<file path="config.mk">
export PLATFORM = sky130hd
export DESIGN_NAME = ac_motor_pwm_deadtime_flat
export DESIGN_NICKNAME = d
export VERILOG_FILES = /design/src/rtl/ac_motor_pwm_deadtime_if.sv /design/src/rtl/ac_motor_pwm_deadtime.sv /design/src/flat_wrapper.sv
export SDC_FILE = /design/constraint.sdc
export NUM_CORES = 1
export LEC_CHECK = 0
export CELL_PAD_IN_SITES_DETAIL_PLACEMENT = 1
export CELL_PAD_IN_SITES_GLOBAL_PLACEMENT = 2
export CORE_UTILIZATION = 30
export DETAILED_ROUTE_END_ITERATION = 8
export PLACE_DENSITY = 0.83
export SLEW_MARGIN = 10
export SYNTH_ARGS = -nofsm -noshare
export SYNTH_HDL_FRONTEND = slang
export SYNTH_SLANG_ARGS = --single-unit
</file>
<file path="constraint.sdc">
create_clock -name clk -period 2.3 [get_ports clk]
set_input_delay 0.46 -clock clk [delete_from_list [all_inputs] [get_ports clk]]
set_output_delay 0.46 -clock clk [all_outputs]
set_load 0.01 [all_outputs]
</file>
<file path="src/rtl/ac_motor_pwm_deadtime_if.sv">
// Gate-drive bus between the PWM/dead-time block and its environment.
// Carries the carrier, the references, the control inputs and the per-leg gate outputs.
interface ac_motor_pwm_deadtime_if #(
  parameter int unsigned N    = 3,
  parameter int unsigned W    = 24,
  parameter int unsigned DT_W = 8
);
  logic                enable;
  logic                trip;
  logic                lock;
  logic signed [W-1:0] triangle;
  logic [N*W-1:0]      ref_in;
  logic [DT_W-1:0]     dead_cyc;
  logic [N-1:0]        out_hi;
  logic [N-1:0]        out_lo;
  logic [N-1:0]        en;
  logic                tripped;

  modport master (
    output enable, trip, lock, triangle, ref_in, dead_cyc,
    input  out_hi, out_lo, en, tripped
  );

  modport slave (
    input  enable, trip, lock, triangle, ref_in, dead_cyc,
    output out_hi, out_lo, en, tripped
  );
endinterface

</file>
<file path="src/rtl/ac_motor_pwm_deadtime.sv">
// N-leg sine/triangle PWM comparator with shadowed references, per-leg dead time
// and a latched fault trip driving complementary high/low gate signals.
module ac_motor_pwm_deadtime #(
  parameter int unsigned N    = 3,
  parameter int unsigned W    = 24,
  parameter int unsigned DT_W = 8
) (
  input logic                     clk,
  input logic                     reset,
  ac_motor_pwm_deadtime_if.slave  bus
);

  typedef enum logic [1:0] {S_OFF, S_HI, S_LO, S_DT} state_t;

  logic            r_tripped;
  logic            w_override;
  logic [DT_W-1:0] w_dt_load;
  logic [N-1:0]    w_hi;
  logic [N-1:0]    w_lo;
  logic [N-1:0]    w_en;

  assign w_override = !bus.enable || r_tripped || bus.trip;
  // A zero dead time still costs one blanking cycle so HI and LO never abut.
  assign w_dt_load  = (bus.dead_cyc == '0) ? DT_W'(1) : bus.dead_cyc;

  always_ff @(posedge clk) begin
    if (reset) begin
      r_tripped <= 1'b0;
    end else if (bus.trip) begin
      r_tripped <= 1'b1;
    end else if (!bus.enable) begin
      r_tripped <= 1'b0;
    end
  end

  for (genvar g = 0; g < N; g++) begin : g_leg
    state_t              r_state;
    state_t              w_state_nxt;
    logic [DT_W-1:0]     r_cnt;
    logic [DT_W-1:0]     w_cnt_nxt;
    logic signed [W-1:0] r_ref_q;
    logic signed [W-1:0] w_ref_in;
    logic                r_demand;
    logic                r_hi;
    logic                r_lo;
    logic                r_en;

    assign w_ref_in = bus.ref_in[g*W +: W];

    always_comb begin
      w_state_nxt = r_state;
      w_cnt_nxt   = r_cnt;
      if (w_override) begin
        w_state_nxt = S_OFF;
        w_cnt_nxt   = '0;
      end else begin
        case (r_state)
          S_OFF: begin
            w_state_nxt = S_DT;
            w_cnt_nxt   = w_dt_load;
          end
          S_HI: begin
            if (!r_demand) begin
              w_state_nxt = S_DT;
              w_cnt_nxt   = w_dt_load;
            end
          end
          S_LO: begin
            if (r_demand) begin
              w_state_nxt = S_DT;
              w_cnt_nxt   = w_dt_load;
            end
          end
          S_DT: begin
            // Exit side follows the demand present now, not the one at entry.
            if (r_cnt == DT_W'(1)) begin
              w_state_nxt = r_demand ? S_HI : S_LO;
              w_cnt_nxt   = '0;
            end else begin
              w_cnt_nxt = r_cnt - DT_W'(1);
            end
          end
          default: begin
            w_state_nxt = S_OFF;
            w_cnt_nxt   = '0;
          end
        endcase
      end
    end

    always_ff @(posedge clk) begin
      if (reset) begin
        r_state  <= S_OFF;
        r_cnt    <= '0;
        r_ref_q  <= '0;
        r_demand <= 1'b0;
        r_hi     <= 1'b0;
        r_lo     <= 1'b0;
        r_en     <= 1'b0;
      end else begin
        if (bus.lock || (r_state == S_OFF && bus.enable)) begin
          r_ref_q <= w_ref_in;
        end
        r_demand <= (r_ref_q > bus.triangle);
        r_state  <= w_state_nxt;
        r_cnt    <= w_cnt_nxt;
        r_hi     <= (w_state_nxt == S_HI);
        r_lo     <= (w_state_nxt == S_LO);
        r_en     <= (w_state_nxt != S_OFF);
      end
    end

    assign w_hi[g] = r_hi;
    assign w_lo[g] = r_lo;
    assign w_en[g] = r_en;
  end

  assign bus.out_hi  = w_hi;
  assign bus.out_lo  = w_lo;
  assign bus.en      = w_en;
  assign bus.tripped = r_tripped;

endmodule

</file>
<file path="src/flat_wrapper.sv">
// flat-port wrapper written by rule: the top's interface ports become plain ports
module ac_motor_pwm_deadtime_flat 
#(
  parameter int unsigned N    = 3,
  parameter int unsigned W    = 24,
  parameter int unsigned DT_W = 8
)
  (clk, reset, bus_enable, bus_trip, bus_lock, bus_triangle, bus_ref_in, bus_dead_cyc, bus_out_hi, bus_out_lo, bus_en, bus_tripped);
  ac_motor_pwm_deadtime_if #(.N(N), .W(W), .DT_W(DT_W)) bus_i ();
  input logic clk;
  input logic reset;
  input wire logic [$bits(bus_i.enable)-1:0] bus_enable;
  input wire logic [$bits(bus_i.trip)-1:0] bus_trip;
  input wire logic [$bits(bus_i.lock)-1:0] bus_lock;
  input wire logic [$bits(bus_i.triangle)-1:0] bus_triangle;
  input wire logic [$bits(bus_i.ref_in)-1:0] bus_ref_in;
  input wire logic [$bits(bus_i.dead_cyc)-1:0] bus_dead_cyc;
  output wire logic [$bits(bus_i.out_hi)-1:0] bus_out_hi;
  output wire logic [$bits(bus_i.out_lo)-1:0] bus_out_lo;
  output wire logic [$bits(bus_i.en)-1:0] bus_en;
  output wire logic [$bits(bus_i.tripped)-1:0] bus_tripped;
  assign bus_i.enable = bus_enable;
  assign bus_i.trip = bus_trip;
  assign bus_i.lock = bus_lock;
  assign bus_i.triangle = bus_triangle;
  assign bus_i.ref_in = bus_ref_in;
  assign bus_i.dead_cyc = bus_dead_cyc;
  assign bus_out_hi = bus_i.out_hi;
  assign bus_out_lo = bus_i.out_lo;
  assign bus_en = bus_i.en;
  assign bus_tripped = bus_i.tripped;
  ac_motor_pwm_deadtime #(.N(N), .W(W), .DT_W(DT_W)) u_core (.clk(clk), .reset(reset), .bus(bus_i));
endmodule
</file>
Word level (Yosys, flattened, before mapping):

Index checks and enable logic that the tools add are counted.

* bits in registers: 115
* input bits: 109
* logic and storage cells: 106

* reduce and logical (&&, ||, !) cells: 20
* equal/unequal tests: 25
* add/sub/neg operators: 3
* multiplexer cells: 33
* order comparisons: 3

Operators with widths (number)
* 8-bit one-hot mux with 4 select lines: 3
* 8-bit 2-to-1 mux: 10
* 24-bit > comparator: 3
* 2-bit 2-to-1 mux: 15
* 8-bit by 1-bit == test with 1-bit output, second input constant: 3
* 2-bit one-hot mux with 4 select lines: 3
* 8-bit by 1-bit subtractor with 8-bit output, second input constant: 3
* 2-bit == test, second input constant: 9
* 2-bit by 1-bit == test with 1-bit output, second input constant: 6
* 8-bit zero test: 1
* 2-bit by 1-bit != test with 1-bit output, second input constant: 4
* 2-bit zero test: 3
* 2-bit != test, second input constant: 3
* 2-bit AND reduction: 3
* 2-bit nonzero test: 3
* 1-bit logical OR: 5
* 1-bit logical AND: 3
* 1-bit 2-to-1 mux: 2
* 2-bit OR reduction: 1
* 1-bit zero test: 1

Longest topological paths before layout:

* depth after elaboration: 5
* depth in mapped cells: 9
* mapped depth without buffers: 8

Worst setup path before layout:

No wires, ideal clock.

* path type: input -> register
* start point: in bus_triangle[23]
* end point: reg u_core.g_leg[1].r_demand
* setup slack: 368 ps
* path buffers: 0
* data arrival time: 1816 ps
* library setup time: 116 ps
* stages: 8
* path through: inv_1 ha_1 nand4_1 nor2_1 a221o_1 a211oi_1 nand3_1 and3b_1

* word-level cells in the longest chain between the ends: 1

Ends and longest elaborated chain
* start: declaration: RTL line flat_wrapper.sv:15 `input wire logic [$bits(bus_i.triangle)-1:0] bus_triangle;`
* 24-bit > comparator: RTL line ac_motor_pwm_deadtime.sv:104 `r_demand <= (r_ref_q > bus.triangle);`
* end signal: assignment: RTL line ac_motor_pwm_deadtime.sv:104
* end: declaration: RTL line ac_motor_pwm_deadtime.sv:43 `logic r_demand;`

No other way between the ends.
A chain may end at the register's enable or synchronous reset.

Worst setup path in the final report:

* start point: in bus_triangle[18]
* end point: reg u_core.g_leg[0].r_demand

* word-level cells in the longest chain between the ends: 1

Ends and longest elaborated chain (RTL line)
* 24-bit > comparator: ac_motor_pwm_deadtime.sv:104
* end signal: assignment: ac_motor_pwm_deadtime.sv:104
* end: declaration: ac_motor_pwm_deadtime.sv:43

No other way between the ends.

==> out/qor.csv <==
metric;value;unit
power.total;5.88;mW
worst_pin_slew;0.659;ns
clock_path_buffers;2;
p_leak;3.73;nW
async_flop_share;0;%
nFillCells;2467;
setup_viol;0;
finClkSkew;0.00771;ns
grt_pass1_vias;6403;
drt.antenna.violating_nets;0;
vias_per_cell;5.01;
crit_fanout;3;
overflow;0;
final_common_cell;nand2_1;
synth.distinct_cells;46;
grt_max_degree;77;
cts_tree;built;
core;20400;um2
track_usage;19.3;%
slew_viol_final;0;
endpoint_kind;flip-flop;
worstPathRequired;2.61;ns
drt_first_pass_iters;4;
yosysSeqAreaShare;36.7;%
drc;0;
gp_congestion;0.807;
wl;20100;um
syn_nets;996;
clock_sinks;115;
fmax;449;MHz
clk_latency;0.42;ns
synth_area;6280;um2
h-tree-depth;4;
rows;52;
netlist_instances;809;
ys.flop_type;dfxtp_1;
cellPowerDensity;685;nW/um2
hp-class;flip-flop to flip-flop;
ctsHoldBuffers;0;
ys_warn_count;0;
start_util;30.8;%
fin_crit;2.23;ns
place_hpwl;15100;um
status;complete, no violations;
io_pins;119;
drt_iter0_markers;209;
postPlaceCellArea;7930;um2
hold_viol;0;
grt_pass1_wl;32300;um
dieArea;21500;um2
nets;1131;
critPathLaunchType;input port;
die_x;147;um
syn_to_final_growth;36.6;%
wl_per_cell;16.3;um
clkTransAtPathRegs;0.06;ns
cts_inserted_buffers;17;
cap_violations;0;
cp.arrival;2.54;ns
die_y;147;um
antenna_found_initial;0;
path_class;input port to flip-flop;
postLayoutCellArea;8570;um2
cts-root-buf;clkbuf_16;
min_period_over_period;96.9;%
vias;6156;
mostFrequentLayoutCells;nand2_1 (180), a21oi_1 (130), clkdlybuf4s50_1 (117);
ys_ff_latch;115;
drive_above_1_share;8.57;%
synth-edff-count;0;
slew_headroom;56.0;%
vdd_drop_max;0.339;mV
numPortBuffers;118;
synth_area_per_cell;7.76;um2
==> per-stage QoR <==
stage / std cells / setup slack (ns) / utilization, % / TNS, ns / hold WS [ns]
floorplan: 809 / 0.368 / - / 0 / 0.432
global placement: 1195 / -0.392 / 38.9 / -1.01 / 0.443
detailed placement: 1195 / -0.416 / 38.9 / -1.10 / 0.450
CTS: 1227 / 0.00140 / 41.9 / 0 / 0.457
global route: 1227 / -0.0235 / 42.1 / -0.0402 / 0.479
finish: 1228 / 0.0719 / 42.1 / 0 / 0.459
==> layer usage <==
layer	wire length, um	up-vias	track usage, %
met1	9500	2914	24.3
li1	-	3103	-
met3	768	17	4.00
met2	9490	122	32.5
met4	307	0	6.51
met5	0	-	0
==> critical path, stage by stage <==
cell	delay (ns)
clkdlybuf4s50_1	0.48
inv_1	0.09
ha_1	0.32
nand4_1	0.19
nor4_2	0.34
buf_4	0.17
o31ai_1	0.12
a21oi_1	0.17
and3b_1	0.20
==> flip-flops by register name, indices dropped and copies added (netlist names) <==
name and count:
u_core.g_leg.r_en 3, u_core.g_leg.r_hi 3, u_core.g_leg.r_demand 3, u_core.g_leg.r_state 6, u_core.g_leg.r_lo 3, u_core.bus.tripped 1, u_core.g_leg.r_ref_q 72, u_core.g_leg.r_cnt 24
==> layout make-up <==
| type | instances | area (um2) | share of cell area [%] |
|---|---|---|---|
| antenna | 1 | 2.50 | 0.0292 |
| multi-input combinational | 614 | 3670 | 42.8 |
| inverter | 39 | 146 | 1.71 |
| clock buffer | 18 | 429 | 5.01 |
| sequential | 115 | 2300 | 26.8 |
| timing repair buffer | 157 | 1510 | 17.6 |
| clock inverter | 14 | 179 | 2.09 |
| tap | 270 | 338 | 3.94 |
==> final timing paths <==
path / cells past startpoint / end / slack [ns] / startpoint
max reg2reg: 7 / u_core.g_leg[0].r_demand / 0.35 / u_core.g_leg[0].r_ref_q[18]
min reg2reg: 2 / u_core.g_leg[2].r_ref_q[7] / 0.46 / u_core.g_leg[2].r_ref_q[7]
min: 2 / u_core.g_leg[2].r_ref_q[7] / 0.46 / u_core.g_leg[2].r_ref_q[7]
max: 9 / u_core.g_leg[0].r_demand / 0.07 / bus_triangle[18]
==> cell usage after synthesis, types with 3 or more instances <==
| library cell | number | share of area, % |
|---|---|---|
| buf_2 | 8 | 0.64 |
| or3_1 | 3 | 0.30 |
| nand2_1 | 180 | 11 |
| nand2b_1 | 4 | 0.40 |
| nor3_1 | 11 | 0.88 |
| and2_1 | 5 | 0.50 |
| inv_1 | 38 | 2.3 |
| nor4_1 | 7 | 0.70 |
| o21ai_0 | 34 | 2.7 |
| a22oi_1 | 9 | 1.1 |
| dfxtp_1 | 115 | 37 |
| nor2_1 | 51 | 3.1 |
| a21boi_0 | 4 | 0.48 |
| nand3_1 | 16 | 1.3 |
| o22ai_1 | 4 | 0.40 |
| o31ai_1 | 6 | 0.72 |
| a21o_1 | 6 | 0.72 |
| a21oi_1 | 133 | 11 |
| a221o_1 | 3 | 0.48 |
| clkbuf_1 | 20 | 1.2 |
| buf_4 | 10 | 1.2 |
| nor2b_1 | 6 | 0.60 |
| ha_1 | 78 | 16 |
| o211ai_1 | 7 | 0.84 |
| and3b_1 | 3 | 0.42 |
| nand4_1 | 18 | 1.8 |
| a211oi_1 | 5 | 0.60 |
==> cells by family (layout without fill, tap and decap cells) <==
| logic type | count (synthesis) | count (layout) | synth area share, % |
|---|---|---|---|
| adders and majority gates | 78 | 78 | 15.6 |
| xor gates and xnor gates | 2 | 2 | 0.279 |
| other | 0 | 1 | 0 |
| DFF | 115 | 115 | 36.7 |
| buffers and inverters | 80 | 228 | 5.58 |
| and+or+nand+nor | 311 | 311 | 21.7 |
| AOI/OAI and AO/OA | 223 | 223 | 20.3 |
==> power breakdown <==
group / leakage (nW) / internal [mW] / total (mW) / switching (mW)
Combinational: 2.49 / 0.463 / 0.938 / 0.476
Sequential: 0.947 / 2.10 / 2.19 / 0.0836
Clock: 0.287 / 1.71 / 2.75 / 1.04
==> what timing repair did <==
action                     in CTS  in global routing
setup buffers                   0                  0
resized for setup               1                  5
pin swaps                       0                  3
setup endpoints to repair       1                  3
Power figures use the tool's default switching activity.
